--- config.mk ---
export PLATFORM = sky130hd
export DESIGN_NAME = noc_flit_injector
export DESIGN_NICKNAME = d
export VERILOG_FILES = /design/src/rtl/noc_flit_injector.sv
export SDC_FILE = /design/constraint.sdc
export NUM_CORES = 1
export LEC_CHECK = 0
export CAP_MARGIN = 20
export CORE_UTILIZATION = 35
export DETAILED_ROUTE_END_ITERATION = 6
export PLACE_DENSITY = 0.68
export SETUP_SLACK_MARGIN = 0.05
export SYNTH_ARGS = -nofsm -noshare
export SYNTH_HDL_FRONTEND = slang
export SYNTH_SLANG_ARGS = --single-unit
--- constraint.sdc ---
create_clock -name clk -period 6.57 [get_ports clk]
set_input_delay 1.314 -clock clk [delete_from_list [all_inputs] [get_ports clk]]
set_output_delay 1.314 -clock clk [all_outputs]
set_load 0.02 [all_outputs]
--- src/rtl/noc_flit_injector.sv ---
// Local-port flit injector: queues upstream requests in a small FIFO and streams
// them into the router local input as 8-bit flits. Optional counters: NOC_INJ_STATS_EN.
module noc_flit_injector #(
    parameter int         DEPTH  = 4,
    parameter logic [2:0] SRC_ID = 3'd0
) (
    input  logic                     clk,
    input  logic                     rst,
    input  logic                     req_valid,
    input  logic [2:0]               req_dest,
    input  logic [3:0]               req_data,
    output logic                     req_ready,
    input  logic                     Full,
    output logic [7:0]               flit_out,
    output logic                     Write,
    output logic [$clog2(DEPTH):0]   occupancy,
    output logic [1:0]               state,
    output logic [7:0]               inj_count,
    output logic [7:0]               drop_count
);

    localparam int PW = $clog2(DEPTH);
    localparam int OW = PW + 1;

    typedef enum logic [1:0] {
        IDLE    = 2'd0,
        ACTIVE  = 2'd1,
        BLOCKED = 2'd2
    } state_t;

    logic [6:0]    mem_reg [DEPTH];
    logic [PW-1:0] wr_ptr_reg;
    logic [PW-1:0] rd_ptr_reg;
    logic [OW-1:0] occ_reg;
    logic [OW-1:0] occ_next;
    logic [7:0]    flit_reg;
    logic          write_reg;
    state_t        state_reg;

    logic accept;
    logic push;
    logic pop;

    // Ready depends only on the stored count, never on a same-cycle pop.
    assign req_ready = (occ_reg != OW'(DEPTH));
    assign accept    = req_valid && req_ready;
    assign push      = accept && (req_dest != SRC_ID);
    assign pop       = (occ_reg != '0) && !Full;
    assign occ_next  = occ_reg + OW'(push) - OW'(pop);

    // Storage has no reset so it maps onto RAM; stale entries are unreachable.
    always_ff @(posedge clk) begin
        if (push) begin
            mem_reg[wr_ptr_reg] <= {req_data, req_dest};
        end
    end

    always_ff @(posedge clk or negedge rst) begin
        if (!rst) begin
            wr_ptr_reg <= '0;
            rd_ptr_reg <= '0;
            occ_reg    <= '0;
            flit_reg   <= 8'h00;
            write_reg  <= 1'b0;
            state_reg  <= IDLE;
        end else begin
            occ_reg <= occ_next;
            if (push) begin
                wr_ptr_reg <= wr_ptr_reg + PW'(1);
            end
            if (pop) begin
                rd_ptr_reg <= rd_ptr_reg + PW'(1);
                flit_reg   <= {1'b1, mem_reg[rd_ptr_reg]};
                write_reg  <= 1'b1;
            end else begin
                flit_reg   <= 8'h00;
                write_reg  <= 1'b0;
            end
            // Transitions look at the post-edge count and the current Full.
            if (occ_next == '0) begin
                state_reg <= IDLE;
            end else begin
                case (state_reg)
                    IDLE:    state_reg <= ACTIVE;
                    ACTIVE:  if (Full)  state_reg <= BLOCKED;
                    BLOCKED: if (!Full) state_reg <= ACTIVE;
                    default: state_reg <= IDLE;
                endcase
            end
        end
    end

    assign flit_out  = flit_reg;
    assign Write     = write_reg;
    assign occupancy = occ_reg;
    assign state     = state_reg;

`ifdef NOC_INJ_STATS_EN
    logic [7:0] inj_count_reg;
    logic [7:0] drop_count_reg;
    logic       drop;

    assign drop = accept && (req_dest == SRC_ID);

    always_ff @(posedge clk or negedge rst) begin
        if (!rst) begin
            inj_count_reg  <= 8'h00;
            drop_count_reg <= 8'h00;
        end else begin
            // inj_count rises on the same edge that raises Write.
            if (pop && inj_count_reg != 8'hFF) begin
                inj_count_reg <= inj_count_reg + 8'd1;
            end
            if (drop && drop_count_reg != 8'hFF) begin
                drop_count_reg <= drop_count_reg + 8'd1;
            end
        end
    end

    assign inj_count  = inj_count_reg;
    assign drop_count = drop_count_reg;
`else
    assign inj_count  = 8'h00;
    assign drop_count = 8'h00;
`endif

endmodule

# Word level (Yosys, flattened, before mapping)
# Memories as Yosys holds them, arrays and structs flattened.
# Index checks and enable logic that the tools add are counted.
dict set report word_totals {
  regBits 18
  mem_bits_rw 28
  in_bits 11
  out_inout_bits 31
  elab_cells 33
  mem_count 1
}
# memory words word_bits read_ports rd_ports_with_merged_regs wr line
set mem_list {}
lappend mem_list {mem_reg 4 7 1 0 1 31} ;# logic [6:0] mem_reg [DEPTH];
dict set report op_classes {
  n_addsub 4
  n_eq_ne 5
  muxes 8
  n_reduce_logical 9
}
# operator n
set ops {}
lappend ops {{$ne A3 B3 Y1 const B} 3}
lappend ops {{$mux W8} 1}
lappend ops {{$mux W2} 3}
lappend ops {{$pmux W2 S3} 1}
lappend ops {{$reduce_bool A3 Y1} 2}
lappend ops {{$add A2 B1 Y2 const B} 2}
lappend ops {{$add A3 B1 Y3} 1}
lappend ops {{$logic_and A1 B1 Y1} 3}
lappend ops {{$logic_not A3 Y1} 1}
lappend ops {{$mux W1} 3}
lappend ops {{$sub A3 B1 Y3} 1}
lappend ops {{$eq A2 B1 Y1 const B} 1}
lappend ops {{$eq A2 B2 Y1 const B} 1}
lappend ops {{$logic_not A2 Y1} 1}
lappend ops {{$reduce_and A2 Y1} 1}
lappend ops {{$logic_not A1 Y1} 1}

# Longest topological paths before layout
dict set report logic_depth {
  word_depth 8
  ltp_mapped 10
  mapped_depth_nobuf 10
}

# Worst setup path after synthesis
# OpenSTA, ideal clock, no wires.
dict set report synth_path {
  path_kind {input port to flip-flop}
  from {input port req_dest[1]}
  to {register state_reg[1], in the netlist state[1]}
  setup_ns 0.126
  arrival_time_ns 3.024
  required_time_ns 6.444
  slack_ns 3.420
  path_stages 9
  path_buffers 0
  cell_sequence {o311a_4 inv_1 ha_1 inv_1 ha_1 fa_1 xnor2_1 xnor2_1 o311a_1}
}
dict set report synth_between {
  elab_chain_cells 7
  elab_cells_between_ends 9
  cone_classes {add/sub: 2; eq/ne: 2; mux: 1; reduce/logical: 4}
}
# item line
set synth_rtl {}
lappend synth_rtl {{start, declared} 10} ;# input logic [2:0] req_dest,
lappend synth_rtl {{$reduce_bool A3 Y1 (*)} 47} ;# assign push = accept && (req_dest != SRC_ID);
lappend synth_rtl {{$logic_and A1 B1 Y1 (*)} 47}
lappend synth_rtl {{$add A3 B1 Y3 (*)} 49} ;# assign occ_next = occ_reg + OW'(push) - OW'(pop);
lappend synth_rtl {{$sub A3 B1 Y3 (*)} 49}
lappend synth_rtl {{named net occ_next[2]} 35} ;# logic [OW-1:0] occ_next;
lappend synth_rtl {{$logic_not A3 Y1 (*)} 80} ;# if (occ_next == '0) begin
lappend synth_rtl {{$ne A3 B3 Y1 (no source line)} n/a}
lappend synth_rtl {{$reduce_and A2 Y1 (no source line)} n/a}
lappend synth_rtl {{end signal, assigned} 81} ;# state_reg <= IDLE;
lappend synth_rtl {{end signal, assigned} 84} ;# IDLE: state_reg <= ACTIVE;
lappend synth_rtl {{end signal, assigned} 85} ;# ACTIVE: if (Full) state_reg <= BLOCKED;
lappend synth_rtl {{end, declared} 38} ;# state_t state_reg;
# The timed path passes the listed nets; every way through them passes the cells marked *.
# A chain may end at the register's enable or synchronous reset.

# Worst setup path in the final report
dict set report layout_path {
  from {input port Full}
  to {register state_reg[1], in the netlist state[1]}
}
dict set report layout_between {
  elab_chain_cells 6
  elab_cells_between_ends 8
  cone_classes {add/sub: 1; eq/ne: 2; mux: 1; reduce/logical: 4}
}
# item line
set layout_rtl {}
lappend layout_rtl {{start, declared} 13} ;# input logic Full,
lappend layout_rtl {{$logic_not A1 Y1 (*)} n/a}
lappend layout_rtl {{$logic_and A1 B1 Y1 (*)} 48} ;# assign pop = (occ_reg != '0) && !Full;
lappend layout_rtl {{named net pop} 42} ;# logic pop;
lappend layout_rtl {{$sub A3 B1 Y3 (*)} 49}
lappend layout_rtl {{named net occ_next[2]} 35}
lappend layout_rtl {{$logic_not A3 Y1 (*)} 80}
lappend layout_rtl {{$ne A3 B3 Y1 (no source line)} n/a}
lappend layout_rtl {{$reduce_and A2 Y1 (no source line)} n/a}
# Marks and branches as above.

==> impl_results.md <==
* Outcome: finished clean
* TritonCTS clock tree: built
* Setup violations, final at 0
* Tightest Pin Transition at 0.822 ns
* Placer Congestion at 0.653
* Slew Limit Fails at 0
* P_leak at 0.869 nW
* Synth top cells by count: edfxtp_1 (28), buf_4 (17), dfrtp_1 (17), and2_1 (7), mux4_2 (7)
* # fillers at 470
* Leading area contributor after synthesis: edfxtp_1
* Ys Warns at 0
* First-pass GRT wire length at 4840 um
* GR Util met2 at 19.4%
* Post-DP HPWL at 2140 um
* Hold Crit Start: wr_ptr_reg[1]$_DFFE_PN0P_
* # IOs at 42
* DRT Pass-1 Iters at 4
* Clk_lat worst skew at 0.29 ns
* Hold slack at 0.587 ns
* Power Density at 430 mW/mm^2
* Share of cells above drive strength 1 at 14.2%
* Root buf cell: clkbuf_8
* M3 GR Usage at 3.70%
* Via density per instance at 4.33
* RSZ-0062 raised after global routing: false
* Tcrit/Tclk final at 54.6%
* Hold Path Class: reg -> reg
* Detailed Route WL at 3040 um
* Port Buf Inserts at 25
* Startpoint types: input port
* Final Hold Vio Count at 0
* Post-route setup TNS at 0 ns
* Post-synthesis instance total at 112
* Hold buffers post-CTS at 0
* Via count at 913
* H-tree depth at 2
* Crit path max fanout at 10
* Antenna Cells at 0
* Distinct cells, synth at 23
* Die H at 75.6 um
* Max FFs per register at 28
* Die area at 0.00572 sq mm
* Min cycle time layout at 3.59 ns
* Worst Skew at 0.00704 ns
* Synth top area cells: edfxtp_1 (44%), dfrtp_1 (22%), mux4_2 (8.3%), buf_4 (6.7%), ha_1 (4.0%)
* Post-synth top area share at 44.3%
* Nets at 158
* Synth async-reset ratio at 37.8%
* Fmax achieved at 279 MHz
* Initial antenna violation count at 0
* Largest net degree at the start of global routing at 18
* DR iter-0 viols at 29
* Mapped Area at 0.00190 sq mm
* Post-CTS resize count at 0
* DRC at 0
* Reg2reg start: occupancy[1]$_DFF_PN0_
* Row count at 26
* Peak VDD IR at 193 uV
* Global Route Usage Sum at 12.1%
* Max_slew headroom at 45.1%
* Worst Setup End Kind: flop
* Setup Buffers After CTS at 0
* Seq cells post-synth at 45
* # Max-Cap Violations at 0
* Initial core utilization at 36.7%
* Most frequent cell after synthesis: edfxtp_1
* Die W at 75.6 um
* Crit Path Class: in -> reg
* Synth Flop Type: edfxtp_1
* Clock Sinks at 45
* Core area at 0.00517 sq mm
* Vias in the first global route at 966
* Critical path origin: Full
* Area Growth Syn to Fin at 18.1%
* Clk pin slew, worst setup/hold paths at 0.08 ns
* Final ANT Viol Nets at 0
* GRT Residual Overflow at 0
* Sequential share of the synthesized area at 66.7%
* Worst path required time at 6.75 ns
* Wire per inst at 14.4 um
* Layer with the highest usage: met2
* CTS Buffer Depth at 2
* Data arrival, critical path at 3.77 ns
* Cts bufs inserted at 5
* M1 GR Usage at 15.9%
* Syn Area/Cell at 16.9 sq um
* Post-synth EDFFs at 28
[stage by stage]
| step | power [W] | area, sq um | util, % | worst slack, ns | std cells |
|---|---|---|---|---|---|
| 3_3_place_gp | 0.000793 | 2160 | 41.7 | 2.74 | 203 |
| 3_5_place_dp | 0.000813 | 2160 | 41.7 | 2.60 | 203 |
| 5_1_grt | 0.00102 | 2240 | 43.3 | 2.76 | 211 |
| 6_report | 0.000964 | 2240 | 43.3 | 2.98 | 211 |
| 4_1_cts | 0.000974 | 2240 | 43.3 | 2.91 | 211 |
| 2_1_floorplan | 0.000681 | 1950 | - | 3.42 | 127 |
[final cells by class]
cell class                      instances  area, sq um  area share [%]
Multi-Input combinational cell         57          529            23.6
Clock buffer                            5         68.8            3.07
Inverter                                6         22.5            1.00
Clock inverter                          3         17.5           0.781
Sequential cell                        45         1270            56.5
Timing Repair Buffer                   25          250            11.2
Tap cell                               70         87.6            3.91
[kinds of logic after synthesis]
family	count (synthesis)	share of synthesized area, %
AO/OA/AOI/OAI	4	2.44
XOR/XNOR	6	2.77
adder cells (fa/ha/maj)	7	5.01
buffers and inverters	25	8.37
flip-flops	45	66.7
multiplexers	8	9.10
other	1	0.198
AND/OR/NAND/NOR	16	5.41
[placed cells by master (no fill, tap or decap), types with 2 or more instances in the layout]
master	synthesis	routed
edfxtp_1	28	28
clkdlybuf4s50_1	0	25
dfrtp_1	17	17
conb_1	1	16
mux4_2	7	7
and2_1	7	7
inv_1	6	6
ha_1	6	6
clkbuf_8	0	5
and2_2	4	4
xnor2_1	3	3
xor2_1	3	3
nor2_1	2	2
[path summary, 6_finish.rpt]
kind / to / slack [ns] / cells past startpoint
worst max-delay path: state[1]$_DFFE_PN0P_ / 2.98 / 9
worst min-delay path: wr_ptr_reg[1]$_DFFE_PN0P_ / 0.59 / 1
min in group asynchronous: flit_out[6]$_DFF_PN0_ / 1.49 / 1
max in group asynchronous: wr_ptr_reg[1]$_DFFE_PN0P_ / 4.56 / 1
worst min register to register: wr_ptr_reg[1]$_DFFE_PN0P_ / 0.59 / 1
worst max register to register: state[1]$_DFFE_PN0P_ / 3.97 / 10
[routing by layer]
layer / wire, um / part of all wire [%]
met5: 0 / 0
met4: 27 / 0.89
met3: 163 / 5.4
met2: 1520 / 50
met1: 1330 / 44
[worst max-delay path, stage by stage]
cell and delay [ns]:
clkdlybuf4s50_1 0.47, nor2_1 0.54, ha_1 0.21, inv_1 0.04, ha_1 0.19, fa_1 0.38
xnor2_1 0.15, xnor2_1 0.17, o311a_1 0.31
[report_power, final]
part | leakage, nW | internal (W) | switching (W)
clock | 0.0455 | 0.0000736 | 0.0000914
sequential | 0.465 | 0.000383 | 0.0000618
combinational | 0.359 | 0.000185 | 0.000169
total | 0.869 | 0.000642 | 0.000323
(Power assumes the default switching activity.)
